## src/rtl/issue_hazard_ctrl.sv

```systemverilog
// issue_hazard_ctrl: decode/issue-stage hazard and forwarding controller.
// Tracks the EX and MEM destination registers plus one long-latency
// multiplier op, and decides forwarding, stalls and the issue strobe
// combinationally from the presented instruction.
module issue_hazard_ctrl #(
  parameter int MUL_LAT = 4,
  parameter int REG_AW  = 5
) (
  input  logic              clk,
  input  logic              rst,
  input  logic              dec_valid,
  input  logic [REG_AW-1:0] dec_rs1,
  input  logic [REG_AW-1:0] dec_rs2,
  input  logic [REG_AW-1:0] dec_rd,
  input  logic              dec_rs1_used,
  input  logic              dec_rs2_used,
  input  logic              dec_rd_we,
  input  logic              dec_is_load,
  input  logic              dec_is_mul,
  input  logic              flush,
  output logic              issue,
  output logic              stall,
  output logic [1:0]        stall_cause,
  output logic [1:0]        rs1_forwarding_bit,
  output logic [1:0]        rs2_forwarding_bit,
  output logic              mul_busy,
  output logic              mul_wb,
  output logic [REG_AW-1:0] mul_rd
);

  localparam logic [1:0] ST_RUN        = 2'd0;
  localparam logic [1:0] ST_LOAD_STALL = 2'd1;
  localparam logic [1:0] ST_MUL_WAIT   = 2'd2;

  localparam logic [1:0] CAUSE_NONE   = 2'b00;
  localparam logic [1:0] CAUSE_LOAD   = 2'b01;
  localparam logic [1:0] CAUSE_MULDEP = 2'b10;
  localparam logic [1:0] CAUSE_MULSTR = 2'b11;

  localparam logic [1:0] FWD_RF  = 2'b00;
  localparam logic [1:0] FWD_EX  = 2'b01;
  localparam logic [1:0] FWD_MEM = 2'b10;

  localparam logic [REG_AW-1:0] REG_ZERO  = {REG_AW{1'b0}};
  localparam logic [3:0]        MUL_LAT_C = 4'(MUL_LAT);

  // Pipeline scoreboard and multiplier tracking
  logic              ex_v_q, ex_we_q, ex_ld_q, ex_v_d, ex_we_d, ex_ld_d;
  logic [REG_AW-1:0] ex_rd_q, ex_rd_d;
  logic              mem_v_q, mem_we_q, mem_v_d, mem_we_d;
  logic [REG_AW-1:0] mem_rd_q, mem_rd_d;
  logic              mul_busy_q, mul_busy_d;
  logic [REG_AW-1:0] mul_rd_q, mul_rd_d;
  logic [3:0]        mul_cnt_q, mul_cnt_d;
  logic [1:0]        state_q, state_d;

  logic rs1_ex_s, rs1_mem_s, rs2_ex_s, rs2_mem_s;
  logic load_use_s, mul_dep_s, mul_str_s;
  logic [1:0] cause_s;

  // Source-match, stall-cause, forwarding and issue decisions
  always_comb begin
    rs1_ex_s  = dec_rs1_used & (dec_rs1 != REG_ZERO) & ex_v_q  & ex_we_q  & (ex_rd_q  == dec_rs1);
    rs2_ex_s  = dec_rs2_used & (dec_rs2 != REG_ZERO) & ex_v_q  & ex_we_q  & (ex_rd_q  == dec_rs2);
    rs1_mem_s = dec_rs1_used & (dec_rs1 != REG_ZERO) & mem_v_q & mem_we_q & (mem_rd_q == dec_rs1);
    rs2_mem_s = dec_rs2_used & (dec_rs2 != REG_ZERO) & mem_v_q & mem_we_q & (mem_rd_q == dec_rs2);

    mul_str_s = dec_is_mul & mul_busy_q;
    mul_dep_s = mul_busy_q &
                ((dec_rs1_used & (dec_rs1 != REG_ZERO) & (dec_rs1 == mul_rd_q)) |
                 (dec_rs2_used & (dec_rs2 != REG_ZERO) & (dec_rs2 == mul_rd_q)) |
                 (dec_rd_we    & (dec_rd  != REG_ZERO) & (dec_rd  == mul_rd_q)));
    // The stalled load has always left EX by the next cycle, so a second
    // consecutive load-use stall is never legitimate.
    load_use_s = (state_q != ST_LOAD_STALL) & ex_ld_q & (rs1_ex_s | rs2_ex_s);

    if (!dec_valid) begin
      cause_s = CAUSE_NONE;
    end else if (mul_str_s) begin
      cause_s = CAUSE_MULSTR;
    end else if (mul_dep_s) begin
      cause_s = CAUSE_MULDEP;
    end else if (load_use_s) begin
      cause_s = CAUSE_LOAD;
    end else begin
      cause_s = CAUSE_NONE;
    end

    stall_cause = cause_s;
    stall       = (cause_s != CAUSE_NONE);
    issue       = dec_valid & ~stall & ~flush;

    // A load in EX has no data yet, so it never forwards from EX.
    if (!dec_valid) begin
      rs1_forwarding_bit = FWD_RF;
    end else if (rs1_ex_s && !ex_ld_q) begin
      rs1_forwarding_bit = FWD_EX;
    end else if (rs1_mem_s) begin
      rs1_forwarding_bit = FWD_MEM;
    end else begin
      rs1_forwarding_bit = FWD_RF;
    end

    if (!dec_valid) begin
      rs2_forwarding_bit = FWD_RF;
    end else if (rs2_ex_s && !ex_ld_q) begin
      rs2_forwarding_bit = FWD_EX;
    end else if (rs2_mem_s) begin
      rs2_forwarding_bit = FWD_MEM;
    end else begin
      rs2_forwarding_bit = FWD_RF;
    end

    mul_busy = mul_busy_q;
    mul_rd   = mul_rd_q;
    mul_wb   = mul_busy_q & (mul_cnt_q == 4'd1);
  end

  // Next-state for scoreboard, multiplier and FSM
  always_comb begin
    // MEM inherits EX; a flush kills the youngest (EX) entry on its way.
    mem_v_d  = ex_v_q & ~flush;
    mem_rd_d = ex_rd_q;
    mem_we_d = ex_we_q;

    // Only issued non-mul instructions enter EX; everything else is a bubble.
    if (issue && !dec_is_mul) begin
      ex_v_d  = 1'b1;
      ex_rd_d = dec_rd;
      ex_we_d = dec_rd_we;
      ex_ld_d = dec_is_load;
    end else begin
      ex_v_d  = 1'b0;
      ex_rd_d = ex_rd_q;
      ex_we_d = 1'b0;
      ex_ld_d = 1'b0;
    end

    // Flush does not touch the multiplier: the mul is older than the branch.
    if (issue && dec_is_mul) begin
      mul_busy_d = 1'b1;
      mul_rd_d   = dec_rd;
      mul_cnt_d  = MUL_LAT_C;
    end else if (mul_busy_q) begin
      mul_busy_d = (mul_cnt_q != 4'd1);
      mul_rd_d   = mul_rd_q;
      mul_cnt_d  = mul_cnt_q - 4'd1;
    end else begin
      mul_busy_d = 1'b0;
      mul_rd_d   = mul_rd_q;
      mul_cnt_d  = mul_cnt_q;
    end

    if (flush) begin
      state_d = ST_RUN;
    end else begin
      case (cause_s)
        CAUSE_LOAD:   state_d = ST_LOAD_STALL;
        CAUSE_MULDEP: state_d = ST_MUL_WAIT;
        CAUSE_MULSTR: state_d = ST_MUL_WAIT;
        default:      state_d = ST_RUN;
      endcase
    end
  end

  // State registers with synchronous reset
  always_ff @(posedge clk) begin
    if (rst) begin
      ex_v_q     <= 1'b0;
      ex_rd_q    <= REG_ZERO;
      ex_we_q    <= 1'b0;
      ex_ld_q    <= 1'b0;
      mem_v_q    <= 1'b0;
      mem_rd_q   <= REG_ZERO;
      mem_we_q   <= 1'b0;
      mul_busy_q <= 1'b0;
      mul_rd_q   <= REG_ZERO;
      mul_cnt_q  <= 4'd0;
      state_q    <= ST_RUN;
    end else begin
      ex_v_q     <= ex_v_d;
      ex_rd_q    <= ex_rd_d;
      ex_we_q    <= ex_we_d;
      ex_ld_q    <= ex_ld_d;
      mem_v_q    <= mem_v_d;
      mem_rd_q   <= mem_rd_d;
      mem_we_q   <= mem_we_d;
      mul_busy_q <= mul_busy_d;
      mul_rd_q   <= mul_rd_d;
      mul_cnt_q  <= mul_cnt_d;
      state_q    <= state_d;
    end
  end

endmodule

```

## config.mk

```make
export PLATFORM = sky130hd
export DESIGN_NAME = issue_hazard_ctrl
export DESIGN_NICKNAME = d
export VERILOG_FILES = /design/src/rtl/issue_hazard_ctrl.sv
export SDC_FILE = /design/constraint.sdc
export NUM_CORES = 1
export LEC_CHECK = 0
export BUFFER_PORTS_ARGS = -buffer_cell sky130_fd_sc_hd__buf_2
export CAP_MARGIN = 5
export CORE_ASPECT_RATIO = 0.7
export CORE_MARGIN = 2
export CORE_UTILIZATION = 57
export CTS_BUF_LIST = sky130_fd_sc_hd__clkbuf_16
export CTS_CLUSTER_SIZE = 24
export DETAILED_ROUTE_END_ITERATION = 16
export PLACE_DENSITY = 0.84
export SYNTH_ARGS = -nofsm -noshare
export SYNTH_HDL_FRONTEND = slang
export SYNTH_SLANG_ARGS = --single-unit
```

## constraint.sdc

```tcl
create_clock -name clk -period 5.2 [get_ports clk]
set_input_delay 0.26 -clock clk [delete_from_list [all_inputs] [get_ports clk]]
set_output_delay 0.26 -clock clk [all_outputs]
set_load 0.01 [all_outputs]
```

* After elaboration in Yosys (flattened, before gate mapping)
Index checks and enable logic that the tools add are counted.
** Cells by class
- Add/sub/neg operators :: 1
- Equal/unequal tests :: 13
- Muxes and demuxes :: 16
- Bitwise operators :: 32
- Reduce and logical (&&, ||, !) cells :: 15
** Operators with widths (count)
- == test 5 bit :: 7
- bitwise AND 1 bit :: 26
- two-way mux 2 bit :: 9
- nonzero test 5 bit :: 3
- OR reduction 2 bit :: 4
- two-way mux 3 bit :: 2
- == test 2 bit, second input constant :: 2
- == test 4 x 1 -> 1 bit, second input constant :: 1
- logical AND 1 bit :: 4
- two-way mux 1 bit :: 4
- inequality test 4 x 1 -> 1 bit, second input constant :: 1
- one-hot mux 2 bit (2 select lines) :: 1
- nonzero test 2 bit :: 2
- subtractor 4 x 1 -> 4 bit, second input constant :: 1
- inverter 1 bit :: 3
- bitwise OR 1 bit :: 3
- == test 2 x 1 -> 1 bit, second input constant :: 1
- zero test 1 bit :: 2
- inequality test 2 x 1 -> 1 bit, second input constant :: 1
** Word-level totals
- Register bits after elaboration :: 27
- Bits of input ports :: 24
- Logic and storage cells :: 89

* Logic depth before layout (Yosys ltp)
Gate-level depths: netlist (run 1).
- Depth after elaboration :: 18
- Gate-level depth with buffers :: 6

* Worst setup path after synthesis (run 1)
Ideal clock, no wire load.
- Path type :: input port to output port
- Start :: in dec_rs2[1]
- End :: out stall
- Arrival :: 1.683 ns
- Path slack :: 3.257 ns
- Stages on the path :: 6
- Cells stage by stage :: or4_1 > o21ai_2 > nor3_1 > a211oi_4 > nand2_1 > o21a_1
** On the way
- Word-level cells in the longest chain between the ends :: 12
- Elaborated cells between the ends (all ways) :: 18
- Classes of those cells :: eq/ne (2); mux (4); bitwise (10); reduce/logical (2)
** RTL lines
- from (decl) :: RTL line 13 : input logic [REG_AW-1:0] dec_rs2,
- nonzero test 5 bit :: RTL line 64, 71
- bitwise AND 1 bit :: RTL line 64, 71
- bitwise AND 1 bit (3 in series) :: RTL line 64 : rs2_ex_s = dec_rs2_used & (dec_rs2 != REG_ZERO) & ex_v_q & ex_we_q & (ex_rd_q == dec_rs2);
- bitwise OR 1 bit :: RTL line 75 : load_use_s = (state_q != ST_LOAD_STALL) & ex_ld_q & (rs1_ex_s | rs2_ex_s);
- bitwise AND 1 bit :: RTL line 75
- two-way mux 1 bit :: RTL line 83 : end else if (load_use_s) begin
- two-way mux 2 bit (*) :: RTL line 81 : end else if (mul_dep_s) begin
- two-way mux 2 bit (*) :: RTL line 79 : end else if (mul_str_s) begin
- two-way mux 2 bit (*) :: RTL line 77 : if (!dec_valid) begin
- nonzero test 2 bit (*) :: RTL line 90 : stall = (cause_s != CAUSE_NONE);
- to (decl) :: RTL line 22 : output logic stall,
Mark *: on every way between the ends. The rest lies on a longest branch, timed or not.

* Final worst setup path (run 1)
- Start :: reg mul_busy_q (netlist: mul_busy)
- End :: out stall_cause[1]
** On the way
- Word-level cells in the longest chain between the ends :: 4
- Elaborated cells between the ends (all ways) :: 5
- Classes of those cells :: mux (3); bitwise (2)
** RTL lines
- from (decl) :: RTL line 52 : logic mul_busy_q, mul_busy_d;
- from (signal assigned) :: RTL line 188 : mul_busy_q <= mul_busy_d;
- bitwise AND 1 bit :: RTL line 69 : mul_dep_s = mul_busy_q &
- two-way mux 2 bit :: RTL line 81
- two-way mux 2 bit (*) :: RTL line 79
- two-way mux 2 bit (*) :: RTL line 77
- to (decl) :: RTL line 23 : output logic [1:0] stall_cause,
Marked as above.

==> tab_implementation.tex, run 1 <==
\begin{tabular}{lr}
\hline
Metric & Value \\
\hline
\multicolumn{2}{l}{\textbf{Floorplanning}} \\
Height of the die & 48.28 um \\
Core Box Area & between 2000 and 3000 sq um \\
Die area & 3247 sq um \\
Top Ports & 39 \\
DIE WIDTH & 67.26 um \\
Initial standard-cell utilization of the core & between 50\% and 60\% \\
Total number of placement rows & 16 \\
\multicolumn{2}{l}{\textbf{CTS}} \\
Number of sinks handled by clock tree synthesis & 27 \\
Number of CTS-inserted buffers & 3 \\
Clock tree from TritonCTS & built \\
Setup Buffers After CTS & 0 \\
Clock slew at reported path FFs & $\sim$60 ps \\
Hold Buf Count CTS & 0 \\
Buffer levels on the longest clock path & 2 \\
H-tree depth & 1 \\
Clock tree root buffer cell & sky130\_fd\_sc\_hd\_\_clkbuf\_16 \\
Clock latency of the later-clocked register in the worst-skew pair & 260 ps \\
Post-cts resize count & 0 \\
\multicolumn{2}{l}{\textbf{Cells and area}} \\
Sequential standard cell area & 540.5 sq um \\
Number of filler cells placed in the layout & 215 \\
Syn-to-layout area delta & 18.81\% \\
Final core utilization & a little over two thirds \\
Layout net count & 234 \\
Layout cells sized above 1 & between 20\% and 30\% \\
Number of diodes added for antenna fixing & 0 \\
Multi-input gate area & 1007 sq um \\
\multicolumn{2}{l}{\textbf{Critical path}} \\
Number of buffers and inverters on the critical path & 1 \\
Category of the most critical setup path & register to output pin \\
Largest delay contributor family on the critical path & simple AND/OR/NAND/NOR gates \\
Setup crit end kind & output pin \\
Cell breakdown of the critical path & o2111ai\_1, nor4\_1, a211oi\_4, nand2\_1, and2\_1, buf\_2 \\
Setup crit start kind & register \\
CP max FO & 14 \\
Required time at the worst-slack endpoint & slightly below 5000 ps \\
Cell type of the slowest stage on the worst timing path & sky130\_fd\_sc\_hd\_\_nor4\_1 \\
Data arrival time of the critical path & 2340 ps \\
Biggest cell delay along the critical path & approximately 670 ps \\
\multicolumn{2}{l}{\textbf{GRT}} \\
Residual overflow from global routing & 0 \\
Total global routing track utilization & between 20\% and 30\% \\
Via count of the first global-routing pass & 1,210 \\
Maximum number of pins on one net before global-route repair & 28 \\
Global-route wire length before repair & 5699 um \\
Antenna violations before repair & 0 \\
\multicolumn{2}{l}{\textbf{Route}} \\
Final antenna-violating net count & 0 \\
Residual DRC & 0 \\
Via density & 5.543 \\
Vias after detailed routing & 1,347 \\
Wirelength, routed & between 3000 and 4000 um \\
Average routed wire per standard cell & 15.22 um \\
Initial detailed-routing violation count & 157 \\
DR pass1 iterations & 4 \\
\multicolumn{2}{l}{\textbf{Synthesis}} \\
Xor and xnor fraction of the mapped netlist area & 20.30\% \\
Proportion of synthesized area in mux cells & approximately 6.3\% \\
Flip-flop and latch count after synthesis & 27 \\
Dominant combinational cell family by area after synthesis & simple AND/OR/NAND/NOR gates \\
Number of unique standard cell types used by synthesis & 39 \\
Fraction of post-synthesis cell area in the top cell type by area & 33.86\% \\
Cell accounting for the most synthesized area & sky130\_fd\_sc\_hd\_\_dfxtp\_1 \\
Post-synthesis cell area & 1597 sq um \\
Syn Area/Cell & 9.447 sq um \\
Share of the synthesized area in compound gates (AO/OA/AOI/OAI) & under 10\% \\
Adder-cell share of the synthesized area & 1.567\% \\
Async SR Flop Fraction & 0\% \\
Sequential share of the synthesized area & between 30 and 40\% \\
Leading post-synthesis cells by cell area & sky130\_fd\_sc\_hd\_\_dfxtp\_1, sky130\_fd\_sc\_hd\_\_xnor2\_1, sky130\_fd\_sc\_hd\_\_mux2i\_1, sky130\_fd\_sc\_hd\_\_nand2b\_1, sky130\_fd\_sc\_hd\_\_xor2\_1 \\
Number of enable flip-flop cells after synthesis & 0 \\
Number of nets produced by synthesis & 195 \\
Flip-flop cell with the highest count after synthesis & sky130\_fd\_sc\_hd\_\_dfxtp\_1 \\
Synth Area in Simple Gates & 27.19\% \\
Warnings, synthesis & 0 \\
Post-synthesis instance total & 169 \\
\multicolumn{2}{l}{\textbf{Min path}} \\
Type of the most critical hold path & primary input to register \\
\multicolumn{2}{l}{\textbf{Placement}} \\
Weighted congestion reported at the end of routability-driven placement & 1.012 \\
IO buf count & 38 \\
HPWL reported at the end of detailed placement & between 2000 and 3000 um \\
\multicolumn{2}{l}{\textbf{Timing}} \\
Final clock period utilization by the worst path & 50.07\% \\
Achievable frequency & 384.1 MHz \\
Setup repair after global routing missed its margin & false \\
Clock period minus worst slack & 2604 ps \\
Setup TNS & 0 ps \\
Max\_slew headroom & a little over half \\
Number of failing setup endpoints in the final timing report & 0 \\
Slew at the pin closest to its max-slew limit & between 700 and 800 ps \\
Final hold viol count & 0 \\
Max Slew Vio Count & 0 \\
Setup clock skew after layout & 4.968 ps \\
\multicolumn{2}{l}{\textbf{Outcome}} \\
Outcome & completed \\
\multicolumn{2}{l}{\textbf{Power and ir drop}} \\
Pwr Density & 246.4 nW/um\^{}2 \\
Static power due to leakage & 0.0008026 uW \\
Worst IR drop on VDD & about 0.18 mV \\
\multicolumn{2}{l}{\textbf{Job}} \\
Max-Cap Viols & 0 \\
\hline
\end{tabular}
routing by layer:
| layer | vias up | global-route usage, % | part of all wire, % |
|---|---|---|---|
| li1 | 663 | - | - |
| met1 | 615 | 32.96 | 44 |
| met2 | 63 | 39.21 | 45 |
| met3 | 6 | 6.236 | 9.4 |
| met4 | 0 | 7.755 | 1.1 |
| met5 | - | 0 | 0 |
placed cells by master, fill, tap and decap left out, drive strengths merged:
| master | n |
|---|---|
| ha | 2 |
| nor2 | 7 |
| nand4 | 7 |
| and4b | 1 |
| nor4b | 2 |
| a211oi | 1 |
| a21oi | 3 |
| o2111a | 1 |
| nor2b | 2 |
| nand3 | 2 |
| or3 | 2 |
| xor2 | 6 |
| o21a | 1 |
| dfxtp | 27 |
| a21boi | 1 |
| o21ai | 4 |
| buf | 38 |
| nand4b | 2 |
| nor3 | 4 |
| a2111oi | 1 |
| and2 | 1 |
| and3b | 1 |
| a21o | 1 |
| clkbuf | 3 |
| clkinv | 1 |
| and3 | 1 |
| o2111ai | 1 |
| nand2b | 16 |
| or4 | 2 |
| nor4 | 4 |
| mux2i | 10 |
| inv | 9 |
| xnor2 | 31 |
| nand2 | 9 |
| nor3b | 3 |
through the flow:
| stage | instance area, sq um | instances | power, uW | hold WS (ps) | setup WS, ps |
|---|---|---|---|---|---|
| global placement | 1817 | 239 | 295.8 | 451.1 | 2972 |
| CTS | 1897 | 243 | 471.8 | 190.6 | 2583 |
| finish | 1897 | 243 | 467.4 | 202.5 | 2596 |
| global route | 1897 | 243 | 489.6 | 197.8 | 2412 |
| floorplan | 1597 | 169 | 271.0 | 336.1 | 3257 |
| detailed placement | 1817 | 239 | 298.2 | 466.0 | 2889 |
registers in the layout, summed over array words and instances, names as in the netlist:
register and flops:
ex_ld_q 1, ex_rd_q 5, ex_v_q 1, ex_we_q 1
mem_rd_q 5, mem_v_q 1, mem_we_q 1, mul_busy 1
mul_cnt_q 4, mul_rd 5, state_q 2
power breakdown:
group | total (uW) | internal (uW) | switching, uW
sequential | 224 | 214 | 9.96
clock | 172 | 104 | 68.7
combinational | 71.2 | 34.9 | 36.3
total | 467 | 352 | 115
synth_stat cells, types with 2 or more instances:
cell	number
sky130_fd_sc_hd__nor4_1	4
sky130_fd_sc_hd__nor3_1	4
sky130_fd_sc_hd__nor3b_2	2
sky130_fd_sc_hd__nand4_1	7
sky130_fd_sc_hd__or4_1	2
sky130_fd_sc_hd__xnor2_1	31
sky130_fd_sc_hd__clkbuf_1	4
sky130_fd_sc_hd__nand2_1	9
sky130_fd_sc_hd__nor2_1	7
sky130_fd_sc_hd__nor2b_1	2
sky130_fd_sc_hd__nand2b_1	16
sky130_fd_sc_hd__o21ai_0	2
sky130_fd_sc_hd__xor2_1	6
sky130_fd_sc_hd__dfxtp_1	27
sky130_fd_sc_hd__ha_1	2
sky130_fd_sc_hd__nand3_1	2
sky130_fd_sc_hd__a21oi_1	3
sky130_fd_sc_hd__mux2i_1	10
sky130_fd_sc_hd__inv_1	9
kinds of logic (layout without fill, tap and decap cells):
logic type | count (synthesis) | in the layout
AOI/OAI and AO/OA | 14 | 14
xor gates and xnor gates | 37 | 37
adders and majority gates | 2 | 2
buffers and inverters | 13 | 51
DFF | 27 | 27
muxes | 10 | 10
and+or+nand+nor | 66 | 66
final timing paths:
path | from | depth (start not counted) | to | slack [ps]
worst min-delay path | flush | 2 | mem_v_q | 200
worst max-delay path | mul_busy | 6 | stall_cause[1] | 2600
worst min register to register | ex_we_q | 1 | mem_we_q | 500
worst max register to register | mul_busy | 5 | ex_rd_q[2] | 3080
layout make-up:
type,count,area share [%]
multi-input combinational,129,53.10
sequential,27,28.50
clock inverter,1,0.2639
clock buffer,3,3.958
tap,36,2.375
inverter,9,1.781
timing repair buffer,38,10.03
No activity file was read; power rests on OpenSTA's default activity.
==> inputs of run 2 (changes only) <==
--- a/config.mk
+++ b/config.mk
@@ -5,15 +5,16 @@
 export SDC_FILE = /design/constraint.sdc
 export NUM_CORES = 1
 export LEC_CHECK = 0
+export ABC_AREA = 1
 export BUFFER_PORTS_ARGS = -buffer_cell sky130_fd_sc_hd__buf_2
 export CAP_MARGIN = 5
 export CORE_ASPECT_RATIO = 0.7
 export CORE_MARGIN = 2
-export CORE_UTILIZATION = 57
+export CORE_UTILIZATION = 54
 export CTS_BUF_LIST = sky130_fd_sc_hd__clkbuf_16
 export CTS_CLUSTER_SIZE = 24
 export DETAILED_ROUTE_END_ITERATION = 16
-export PLACE_DENSITY = 0.84
+export PLACE_DENSITY = 0.8
 export SYNTH_ARGS = -nofsm -noshare
 export SYNTH_HDL_FRONTEND = slang
 export SYNTH_SLANG_ARGS = --single-unit
==> constraint.sdc (replaced) <==
create_clock -name clk -period 2.43 [get_ports clk]
set_input_delay 0.1215 -clock clk [delete_from_list [all_inputs] [get_ports clk]]
set_output_delay 0.1215 -clock clk [all_outputs]
set_load 0.01 [all_outputs]
==> run 2 against run 1 <==
  * Power is 120% higher
  * Clock-buffer cell count stayed put
  * Critical path depth is 6 higher
  * Flip-flop and latch count stayed put
  * Worst hold slack worse by 120 ps
  * Via count is 24% higher
  * Sequential power is 120% higher
  * Area after synthesis is 7.5% higher
  * Sequential share of layout area is 1.6 points lower
  * Clock skew is 3.1 ps lower
  * Clock power is 110% higher
  * Synthesized cell count is 61% higher
  * Critical path type unchanged
  * Critical endpoint is now stall
  * Largest power group unchanged
==> tab_implementation.tex, run 2 <==
\begin{tabular}{lr}
\hline
Metric & Value \\
\hline
\multicolumn{2}{l}{\textbf{Outcome}} \\
Outcome & completed (unchanged) \\
\multicolumn{2}{l}{\textbf{CTS}} \\
Clock latency of the later-clocked register in the worst-skew pair & 260 ps (about the same) \\
Setup Buffers After CTS & 0 (unchanged) \\
Hold Buf Count CTS & 0 (unchanged) \\
Post-cts resize count & 0 (unchanged) \\
Clock slew at reported path FFs & 60 ps (about the same) \\
Buffer levels on the longest clock path & 2 (unchanged) \\
Clock tree root buffer cell & sky130\_fd\_sc\_hd\_\_clkbuf\_16 (unchanged) \\
Number of sinks handled by clock tree synthesis & 27 (unchanged) \\
Clock tree from TritonCTS & built (unchanged) \\
H-tree depth & 1 (unchanged) \\
Number of CTS-inserted buffers & 3 (unchanged) \\
\multicolumn{2}{l}{\textbf{Critical path}} \\
Start point of the critical path & mul\_rd[2] (was mul\_busy) \\
Setup crit end kind & output pin (unchanged) \\
Number of buffers and inverters on the critical path & 2 (was 1) \\
CP max FO & 6 (was 14) \\
Data arrival time of the critical path & 1760 ps (was 2340 ps) \\
Largest delay contributor family on the critical path & simple AND/OR/NAND/NOR gates (unchanged) \\
Setup crit start kind & register (unchanged) \\
Cell type of the slowest stage on the worst timing path & sky130\_fd\_sc\_hd\_\_dfxtp\_1 (was sky130\_fd\_sc\_hd\_\_nor4\_1) \\
Worst reg2reg startpoint & mul\_rd[4] (was mul\_busy) \\
Cell breakdown of the critical path & inv\_1, nand2\_1, nand2\_1, nor2\_1, nand4\_1, nand3\_1, nand2\_2, nand3\_1, nand2\_1, nand2\_1, nand2\_1, buf\_2 (was o2111ai\_1, nor4\_1, a211oi\_4, nand2\_1, and2\_1, buf\_2) \\
Most frequent cell on the critical path & sky130\_fd\_sc\_hd\_\_nand2\_1 \\
Biggest cell delay along the critical path & 450 ps (was 670 ps) \\
Required time at the worst-slack endpoint & 2310 ps (was 4940 ps) \\
Category of the most critical setup path & register to output pin (unchanged) \\
\multicolumn{2}{l}{\textbf{Route}} \\
Initial detailed-routing violation count & 130 (was 157) \\
Wirelength, routed & 3837 um (was 3699 um) \\
Via density & 4.799 (was 5.543) \\
Average routed wire per standard cell & 11.03 um (was 15.22 um) \\
Residual DRC & 0 (unchanged) \\
Final antenna-violating net count & 0 (unchanged) \\
Vias after detailed routing & 1,670 (was 1,347) \\
DR pass1 iterations & 5 (was 4) \\
\multicolumn{2}{l}{\textbf{Synthesis}} \\
Leading post-synthesis cells by cell area & sky130\_fd\_sc\_hd\_\_dfxtp\_1, sky130\_fd\_sc\_hd\_\_nand2\_1, sky130\_fd\_sc\_hd\_\_inv\_1, sky130\_fd\_sc\_hd\_\_nor2\_1, sky130\_fd\_sc\_hd\_\_xor2\_1 (was sky130\_fd\_sc\_hd\_\_dfxtp\_1, sky130\_fd\_sc\_hd\_\_xnor2\_1, sky130\_fd\_sc\_hd\_\_mux2i\_1, sky130\_fd\_sc\_hd\_\_nand2b\_1, sky130\_fd\_sc\_hd\_\_xor2\_1) \\
Fraction of post-synthesis cell area in the top cell type by area & 31.49\% (was 33.86\%) \\
Sequential share of the synthesized area & 31.49\% (was 33.86\%) \\
Cell accounting for the most synthesized area & sky130\_fd\_sc\_hd\_\_dfxtp\_1 (unchanged) \\
Ranking of synthesized cells by instance count & sky130\_fd\_sc\_hd\_\_nand2\_1, sky130\_fd\_sc\_hd\_\_inv\_1, sky130\_fd\_sc\_hd\_\_nor2\_1 (was sky130\_fd\_sc\_hd\_\_xnor2\_1, sky130\_fd\_sc\_hd\_\_dfxtp\_1, sky130\_fd\_sc\_hd\_\_nand2b\_1) \\
Flip-flop cell with the highest count after synthesis & sky130\_fd\_sc\_hd\_\_dfxtp\_1 (unchanged) \\
Warnings, synthesis & 0 (unchanged) \\
Most used standard cell by instance count after synthesis & sky130\_fd\_sc\_hd\_\_nand2\_1 (was sky130\_fd\_sc\_hd\_\_xnor2\_1) \\
Post-synthesis cell area & 1717 sq um (was 1597 sq um) \\
Post-synthesis instance total & 272 (was 169) \\
Syn Area/Cell & 6.311 sq um (was 9.447 sq um) \\
Flip-flop and latch count after synthesis & 27 (unchanged) \\
Async SR Flop Fraction & 0\% (unchanged) \\
Number of unique standard cell types used by synthesis & 25 (was 39) \\
Number of enable flip-flop cells after synthesis & 0 (unchanged) \\
Number of nets produced by synthesis & 298 (was 195) \\
\multicolumn{2}{l}{\textbf{Job}} \\
Max-Cap Viols & 0 (unchanged) \\
\multicolumn{2}{l}{\textbf{Floorplanning}} \\
Height of the die & 51.17 um (was 48.28 um) \\
Top Ports & 39 (unchanged) \\
DIE WIDTH & 71.39 um (was 67.26 um) \\
Die area & 3653 sq um (was 3247 sq um) \\
Initial standard-cell utilization of the core & 55.66\% (was 58.64\%) \\
Total number of placement rows & 17 (was 16) \\
Core Box Area & 3084 sq um (was 2723 sq um) \\
\multicolumn{2}{l}{\textbf{Timing}} \\
Final clock period utilization by the worst path & 77.55\% \\
Slew at the pin closest to its max-slew limit & 347.9 ps (was 711.7 ps) \\
Achievable frequency & 530.7 MHz \\
Max\_slew headroom & 76.60\% (was 52.12\%) \\
Max Slew Vio Count & 0 (unchanged) \\
Final hold viol count & 0 (unchanged) \\
Number of failing setup endpoints in the final timing report & 0 (unchanged) \\
Setup clock skew after layout & 1.904 ps (was 4.968 ps) \\
Setup repair after global routing missed its margin & false (unchanged) \\
Post-Route Hold Slack & 86.00 ps (was 202.5 ps) \\
Setup TNS & 0 ps (unchanged) \\
Clock period minus worst slack & 1884 ps \\
\multicolumn{2}{l}{\textbf{GRT}} \\
Global-route wire length before repair & 6561 um (was 5699 um) \\
Maximum number of pins on one net before global-route repair & 19 (was 28) \\
Via count of the first global-routing pass & 1,510 (was 1,210) \\
Antenna violations before repair & 0 (unchanged) \\
Total global routing track utilization & 22.74\% (was 24.41\%) \\
Residual overflow from global routing & 0 (unchanged) \\
\multicolumn{2}{l}{\textbf{Cells and area}} \\
Layout net count & 337 (was 234) \\
Layout cells sized above 1 & 16.13\% (was 25.60\%) \\
Number of diodes added for antenna fixing & 0 (unchanged) \\
Syn-to-layout area delta & 17.06\% (was 18.81\%) \\
Number of filler cells placed in the layout & 266 (was 215) \\
Most frequent standard cell in the layout excluding fill and tap cells & sky130\_fd\_sc\_hd\_\_nand2\_1 (was sky130\_fd\_sc\_hd\_\_buf\_2) \\
Commonest non-fill, non-tap cells in the layout & sky130\_fd\_sc\_hd\_\_nand2\_1, sky130\_fd\_sc\_hd\_\_inv\_1, sky130\_fd\_sc\_hd\_\_nor2\_1 (was sky130\_fd\_sc\_hd\_\_buf\_2, sky130\_fd\_sc\_hd\_\_xnor2\_1, sky130\_fd\_sc\_hd\_\_dfxtp\_1) \\
\multicolumn{2}{l}{\textbf{Power and ir drop}} \\
Worst IR drop on VDD & 0.4154 mV (was 0.1803 mV) \\
Internal power & 757.4 uW (was 352.5 uW) \\
Reported net switching power & 281.7 uW (was 114.9 uW) \\
Flop pwr share & 46.6\% (was 47.9\%) \\
Static power due to leakage & 0.001115 uW (was 0.0008026 uW) \\
Proportion of power drawn by combinational gates & 18.0\% (was 15.2\%) \\
Switching share of total power & 27.11\% (was 24.59\%) \\
Part of the power in the clock network & 35.4\% (was 36.9\%) \\
Pwr Density & 517.1 nW/um\^{}2 (was 246.4 nW/um\^{}2) \\
Total power draw & 1039 uW (was 467.4 uW) \\
\multicolumn{2}{l}{\textbf{Placement}} \\
HPWL reported at the end of detailed placement & 3059 um (was 2793 um) \\
Weighted congestion reported at the end of routability-driven placement & 0.9454 (was 1.012) \\
IO buf count & 38 (unchanged) \\
\multicolumn{2}{l}{\textbf{Min path}} \\
Type of the most critical hold path & primary input to register (unchanged) \\
Launch point of the worst hold path & dec\_is\_load (was flush) \\
\hline
\end{tabular}
## run 2: cell count changes after synthesis, sizes merged, moves of 3 or more
cell	previous run	this run
mux2i	10	0
or2	0	3
nor3b	3	0
nand3	2	19
nand2	9	80
xnor2	31	8
inv	9	51
nand4	7	4
a21oi	3	9
nand2b	16	0
xor2	6	13
nor2	7	41
## run 2: cell families after synthesis
| family | count (synthesis) | synth area share (%) |
|---|---|---|
| xor+xnor | 21 | 10.71 |
| compound gates | 13 | 3.936 |
| fa+ha+maj | 2 | 1.457 |
| simple gates | 154 | 39.87 |
| flops | 27 | 31.49 |
| buf+inv | 55 | 12.54 |
## run 2: area by class of cell
class,count,area [sq um],area share [%]
Multi-Input combinational cell,190,960.9,47.82
Clock buffer,3,75.07,3.736
Timing Repair Buffer,38,190.2,9.464
Tap cell,38,47.55,2.366
Clock inverter,1,3.754,0.1868
Inverter,51,191.4,9.527
Sequential cell,27,540.5,26.90
## run 2: routing by layer
metal / vias up / part of all wire, % / track usage (%)
met5: - / 0 / 0
met4: 0 / 0.50 / 4.088
met3: 2 / 7.4 / 4.734
met2: 63 / 41 / 36.11
met1: 711 / 51 / 32.24
li1: 894 / - / -
## run 2: stage by stage
step                      utilization, %  cells  area [sq um]  setup slack [ps]
final                              65.15    348          2009             545.6
after global routing               65.15    348          2009             355.2
after CTS                          65.15    348          2009             534.3
after detailed placement           62.60    344          1931             679.1
after global placement             62.60    344          1931             726.0
after floorplan                        -    272          1717             867.3
## run 2: worst paths after layout
check                      end  slack [ps]  depth (start not counted)
setup / recovery         stall         550                         12
hold reg to reg       mem_we_q         430                          2
setup reg to reg  mul_cnt_q[3]         690                         11
hold / removal         ex_ld_q          90                          3
## run 2: power groups by stage
stage / registers, uW / logic, uW / clock network [uW]
after global routing: 488 / 213 / 383
after detailed placement: 494 / 185 / 0
final: 485 / 187 / 368
after floorplan: 490 / 124 / 0
after global placement: 494 / 183 / 0
after CTS: 484 / 187 / 373
## run 2: worst register-to-register path: stages (launching register included)
cell,delay (ps)
sky130_fd_sc_hd__dfxtp_1,430
sky130_fd_sc_hd__inv_1,120
sky130_fd_sc_hd__nand2_1,80
sky130_fd_sc_hd__nand2_1,50
sky130_fd_sc_hd__nand4_1,80
sky130_fd_sc_hd__nand3_1,100
sky130_fd_sc_hd__nand2_2,110
sky130_fd_sc_hd__nand4_4,110
sky130_fd_sc_hd__nor2_8,240
sky130_fd_sc_hd__nand2_1,150
sky130_fd_sc_hd__nand2_1,120
sky130_fd_sc_hd__nor2_1,50
==> inputs of run 3 (changes only) <==
--- a/config.mk
+++ b/config.mk
@@ -10,11 +10,11 @@
 export CAP_MARGIN = 5
 export CORE_ASPECT_RATIO = 0.7
 export CORE_MARGIN = 2
-export CORE_UTILIZATION = 54
+export CORE_UTILIZATION = 48
 export CTS_BUF_LIST = sky130_fd_sc_hd__clkbuf_16
 export CTS_CLUSTER_SIZE = 24
 export DETAILED_ROUTE_END_ITERATION = 16
-export PLACE_DENSITY = 0.8
+export PLACE_DENSITY = 0.75
 export SYNTH_ARGS = -nofsm -noshare
 export SYNTH_HDL_FRONTEND = slang
 export SYNTH_SLANG_ARGS = --single-unit
==> constraint.sdc (replaced) <==
create_clock -name clk -period 1.6 [get_ports clk]
set_input_delay 0.08 -clock clk [delete_from_list [all_inputs] [get_ports clk]]
set_output_delay 0.08 -clock clk [all_outputs]
set_load 0.01 [all_outputs]
==> run 3 against run 2 <==
  * The flow now finishes with violations (negative setup slack)
  * Worst hold slack got worse by 55 ps
  * Register-to-register slack got worse by 810 ps
  * Largest cell class unchanged
  * Global-route usage increased by 0.18 points
  * Largest power group unchanged
==> tab_implementation.tex, run 3 (same netlist as run 2, synthesis figures left out) <==
\begin{tabular}{lr}
\hline
Metric & Value \\
\hline
\multicolumn{2}{l}{\textbf{Route}} \\
Via density & 4.731 (was 4.799) \\
DR pass1 iterations & 7 (was 5) \\
Final antenna-violating net count & 0 (unchanged) \\
Residual DRC & 0 (unchanged) \\
Initial detailed-routing violation count & 120 (was 130) \\
Wirelength, routed & 4603 um (was 3837 um) \\
Met3 routed wirelength & 300 um (was 285 um) \\
Vias after detailed routing & 1,826 (was 1,670) \\
Highest routed metal layer & met4 (unchanged) \\
Detailed-routed wire length on met2 & 2063 um (was 1582 um) \\
Average routed wire per standard cell & 11.92 um (was 11.03 um) \\
Metal-1 WL & 2213 um (was 1949 um) \\
\multicolumn{2}{l}{\textbf{Power and ir drop}} \\
Worst IR drop on VDD & 0.7094 mV (was 0.4154 mV) \\
Static power due to leakage & 0.001281 uW (was 0.001115 uW) \\
Pwr Density & 704.9 nW/um\^{}2 (was 517.1 nW/um\^{}2) \\
\multicolumn{2}{l}{\textbf{Critical path}} \\
Most frequent cell on the critical path & sky130\_fd\_sc\_hd\_\_nand2\_2 (was sky130\_fd\_sc\_hd\_\_nand2\_1) \\
Category of the most critical setup path & register to output pin (unchanged) \\
Required time at the worst-slack endpoint & 1520 ps (was 2310 ps) \\
Critical R2R Capture & ex\_rd\_q[4] (was mul\_cnt\_q[3]) \\
Data arrival time of the critical path & 1670 ps (was 1760 ps) \\
Biggest cell delay along the critical path & 340 ps (was 450 ps) \\
Setup crit end kind & output pin (unchanged) \\
Worst reg2reg startpoint & ex\_rd\_q[0] (was mul\_rd[4]) \\
Number of buffers and inverters on the critical path & 2 (unchanged) \\
Cell type of the slowest stage on the worst timing path & sky130\_fd\_sc\_hd\_\_dfxtp\_2 (was sky130\_fd\_sc\_hd\_\_dfxtp\_1) \\
CP max FO & 3 (was 6) \\
Reg2reg setup slack & -120 ps (was 690 ps) \\
Cell count of the worst reg-to-reg path & 15 (was 11) \\
Setup crit start kind & register (unchanged) \\
Cell breakdown of the critical path & nand2\_2, nand2\_2, nor2\_2, nand2\_1, nor2\_1, nand2\_1, nand2\_2, nand2\_2, nand4\_4, nor2\_8, buf\_6, buf\_6 (was inv\_1, nand2\_1, nand2\_1, nor2\_1, nand4\_1, nand3\_1, nand2\_2, nand3\_1, nand2\_1, nand2\_1, nand2\_1, buf\_2) \\
Largest delay contributor family on the critical path & simple AND/OR/NAND/NOR gates (unchanged) \\
\multicolumn{2}{l}{\textbf{Floorplanning}} \\
Initial standard-cell utilization of the core & 49.49\% (was 55.66\%) \\
Top Ports & 39 (unchanged) \\
Height of the die & 54.04 um (was 51.17 um) \\
DIE WIDTH & 75.48 um (was 71.39 um) \\
Die area & 4078 sq um (was 3653 sq um) \\
Total number of placement rows & 18 (was 17) \\
Core Box Area & 3468 sq um (was 3084 sq um) \\
\multicolumn{2}{l}{\textbf{Outcome}} \\
Outcome & finished with violations (was completed) \\
Failing checks & negative setup slack \\
\multicolumn{2}{l}{\textbf{GRT}} \\
Antenna violations before repair & 0 (unchanged) \\
Maximum number of pins on one net before global-route repair & 17 (was 19) \\
Total global routing track utilization & 22.93\% (was 22.74\%) \\
Global-route wire length before repair & 6955 um (was 6561 um) \\
Residual overflow from global routing & 0 (unchanged) \\
Via count of the first global-routing pass & 1,550 (was 1,510) \\
\multicolumn{2}{l}{\textbf{CTS}} \\
Number of sinks handled by clock tree synthesis & 27 (unchanged) \\
Clock latency of the later-clocked register in the worst-skew pair & 260 ps (about the same) \\
Buffer levels on the longest clock path & 2 (unchanged) \\
Clock slew at reported path FFs & 70 ps (was 60 ps) \\
Number of CTS-inserted buffers & 3 (unchanged) \\
Clock tree root buffer cell & sky130\_fd\_sc\_hd\_\_clkbuf\_16 (unchanged) \\
H-tree depth & 1 (unchanged) \\
Clock tree from TritonCTS & built (unchanged) \\
Hold Buf Count CTS & 0 (unchanged) \\
\multicolumn{2}{l}{\textbf{Timing}} \\
Setup clock skew after layout & 3.389 ps (was 1.904 ps) \\
Clock period minus worst slack & 1746 ps \\
Setup repair after global routing missed its margin & true (was false) \\
Final clock period utilization by the worst path & 109.1\% \\
Achievable frequency & 572.8 MHz \\
Slew at the pin closest to its max-slew limit & 412.9 ps (was 347.9 ps) \\
Worst-case setup margin in the final layout & -145.9 ps (was 545.6 ps) \\
Max\_slew headroom & 72.23\% (was 76.60\%) \\
Final hold viol count & 0 (unchanged) \\
Setup TNS & -1273 ps (was 0 ps) \\
Number of failing setup endpoints in the final timing report & 20 (was 0) \\
Max Slew Vio Count & 0 (unchanged) \\
\multicolumn{2}{l}{\textbf{Cells and area}} \\
Final core utilization & 69.19\% (was 65.15\%) \\
Commonest non-fill, non-tap cells in the layout & sky130\_fd\_sc\_hd\_\_nand2\_1, sky130\_fd\_sc\_hd\_\_inv\_1, sky130\_fd\_sc\_hd\_\_nor2\_1, sky130\_fd\_sc\_hd\_\_buf\_2, sky130\_fd\_sc\_hd\_\_buf\_4 (was sky130\_fd\_sc\_hd\_\_nand2\_1, sky130\_fd\_sc\_hd\_\_inv\_1, sky130\_fd\_sc\_hd\_\_nor2\_1) \\
Number of diodes added for antenna fixing & 0 (unchanged) \\
Most frequent standard cell in the layout excluding fill and tap cells & sky130\_fd\_sc\_hd\_\_nand2\_1 (unchanged) \\
Final Instance Count excl. Fillers & 386 (was 348) \\
Number of filler cells placed in the layout & 319 (was 266) \\
Layout cells sized above 1 & 38.99\% (was 16.13\%) \\
Layout net count & 363 (was 337) \\
Syn-to-layout area delta & 39.80\% (was 17.06\%) \\
\multicolumn{2}{l}{\textbf{Min path}} \\
Launch point of the worst hold path & dec\_is\_load (unchanged) \\
Cell depth of the worst hold path & 3 (unchanged) \\
Worst Hold End & ex\_ld\_q (unchanged) \\
Type of the most critical hold path & primary input to register (unchanged) \\
\multicolumn{2}{l}{\textbf{Placement}} \\
HPWL reported at the end of detailed placement & 3349 um (was 3059 um) \\
IO buf count & 38 (unchanged) \\
Weighted congestion reported at the end of routability-driven placement & 0.8854 (was 0.9454) \\
Pre-CTS setup slack & -91.78 ps (was 679.1 ps) \\
Placed cell count & 380 (was 344) \\
\multicolumn{2}{l}{\textbf{Job}} \\
Max-Cap Viols & 0 (unchanged) \\
\hline
\end{tabular}
run 3: changes by cell type in the layout (fill, tap and decap cells not counted), moves of 7 or more:
cell / before / now
sky130_fd_sc_hd__nand2_2: 1 / 20
sky130_fd_sc_hd__dfxtp_1: 27 / 16
sky130_fd_sc_hd__dfxtp_2: 0 / 7
sky130_fd_sc_hd__buf_4: 0 / 23
sky130_fd_sc_hd__inv_1: 51 / 41
sky130_fd_sc_hd__nand2_1: 79 / 59
sky130_fd_sc_hd__inv_2: 1 / 9
run 3: worst max path at each step:
stage	from	end	slack [ps]	depth (start not counted)
final	ex_rd_q[1]	issue	-150	12
after global routing	mul_rd[2]	ex_rd_q[1]	-230	14
after global placement	mul_rd[3]	mul_cnt_q[0]	-80	10
after floorplan	mul_rd[3]	ex_rd_q[0]	40	11
after CTS	mul_rd[1]	issue	-110	10
after detailed placement	dec_rs2[1]	mul_cnt_q[0]	-90	13
run 3: where the power goes:
group          switching, uW  total (uW)  leakage (uW)  internal (uW)
combinational            206         375       0.00102            169
clock                    239         579     0.0000371            340
sequential              35.5         737      0.000226            701
total                    481        1690       0.00128           1210
run 3: area by class of cell:
| type | instances | area (sq um) | area share [%] |
|---|---|---|---|
| Tap cell | 50 | 62.56 | 2.607 |
| Sequential cell | 27 | 564.3 | 23.51 |
| Multi-Input combinational cell | 190 | 1081 | 45.05 |
| Clock inverter | 1 | 7.507 | 0.3128 |
| Inverter | 51 | 193.9 | 8.081 |
| Timing Repair Buffer | 64 | 415.4 | 17.31 |
| Clock buffer | 3 | 75.07 | 3.128 |
run 3: repair_timing:
action                                  4_1_cts  5_1_grt
gates resized for setup                      32       37
pin swaps                                    15       20
buffers inserted                              2        1
hold endpoints to repair                      0        0
endpoints found under the setup margin       23       26
run 3: layer usage:
metal,track usage (%),vias up
li1,-,947
met1,33.07,800
met2,35.22,75
met3,3.933,4
met4,6.433,0
met5,0,-
run 3: worst register-to-register path, stage by stage, from the launching register on:
cell	delay (ps)
sky130_fd_sc_hd__dfxtp_2	360
sky130_fd_sc_hd__nand2_2	60
sky130_fd_sc_hd__nand2_2	70
sky130_fd_sc_hd__nor2_2	40
sky130_fd_sc_hd__nand2_1	60
sky130_fd_sc_hd__nor2_1	40
sky130_fd_sc_hd__nand2_1	100
sky130_fd_sc_hd__nand2_2	90
sky130_fd_sc_hd__nand2_2	90
sky130_fd_sc_hd__nand4_4	140
sky130_fd_sc_hd__nor2_8	140
sky130_fd_sc_hd__buf_6	140
sky130_fd_sc_hd__nand3_4	140
sky130_fd_sc_hd__nand2_2	120
sky130_fd_sc_hd__nand2_2	50
sky130_fd_sc_hd__inv_2	40
run 3: metrics by stage:
| step | instance area (sq um) | hold slack (ps) | total power, uW |
|---|---|---|---|
| finish | 2400 | 31.46 | 1692 |
| global route | 2400 | 63.01 | 1769 |
| CTS | 2288 | 42.43 | 1677 |
| detailed placement | 2126 | 316.4 | 1079 |
| global placement | 2126 | 334.2 | 1075 |
| floorplan | 1717 | 192.2 | 933.0 |
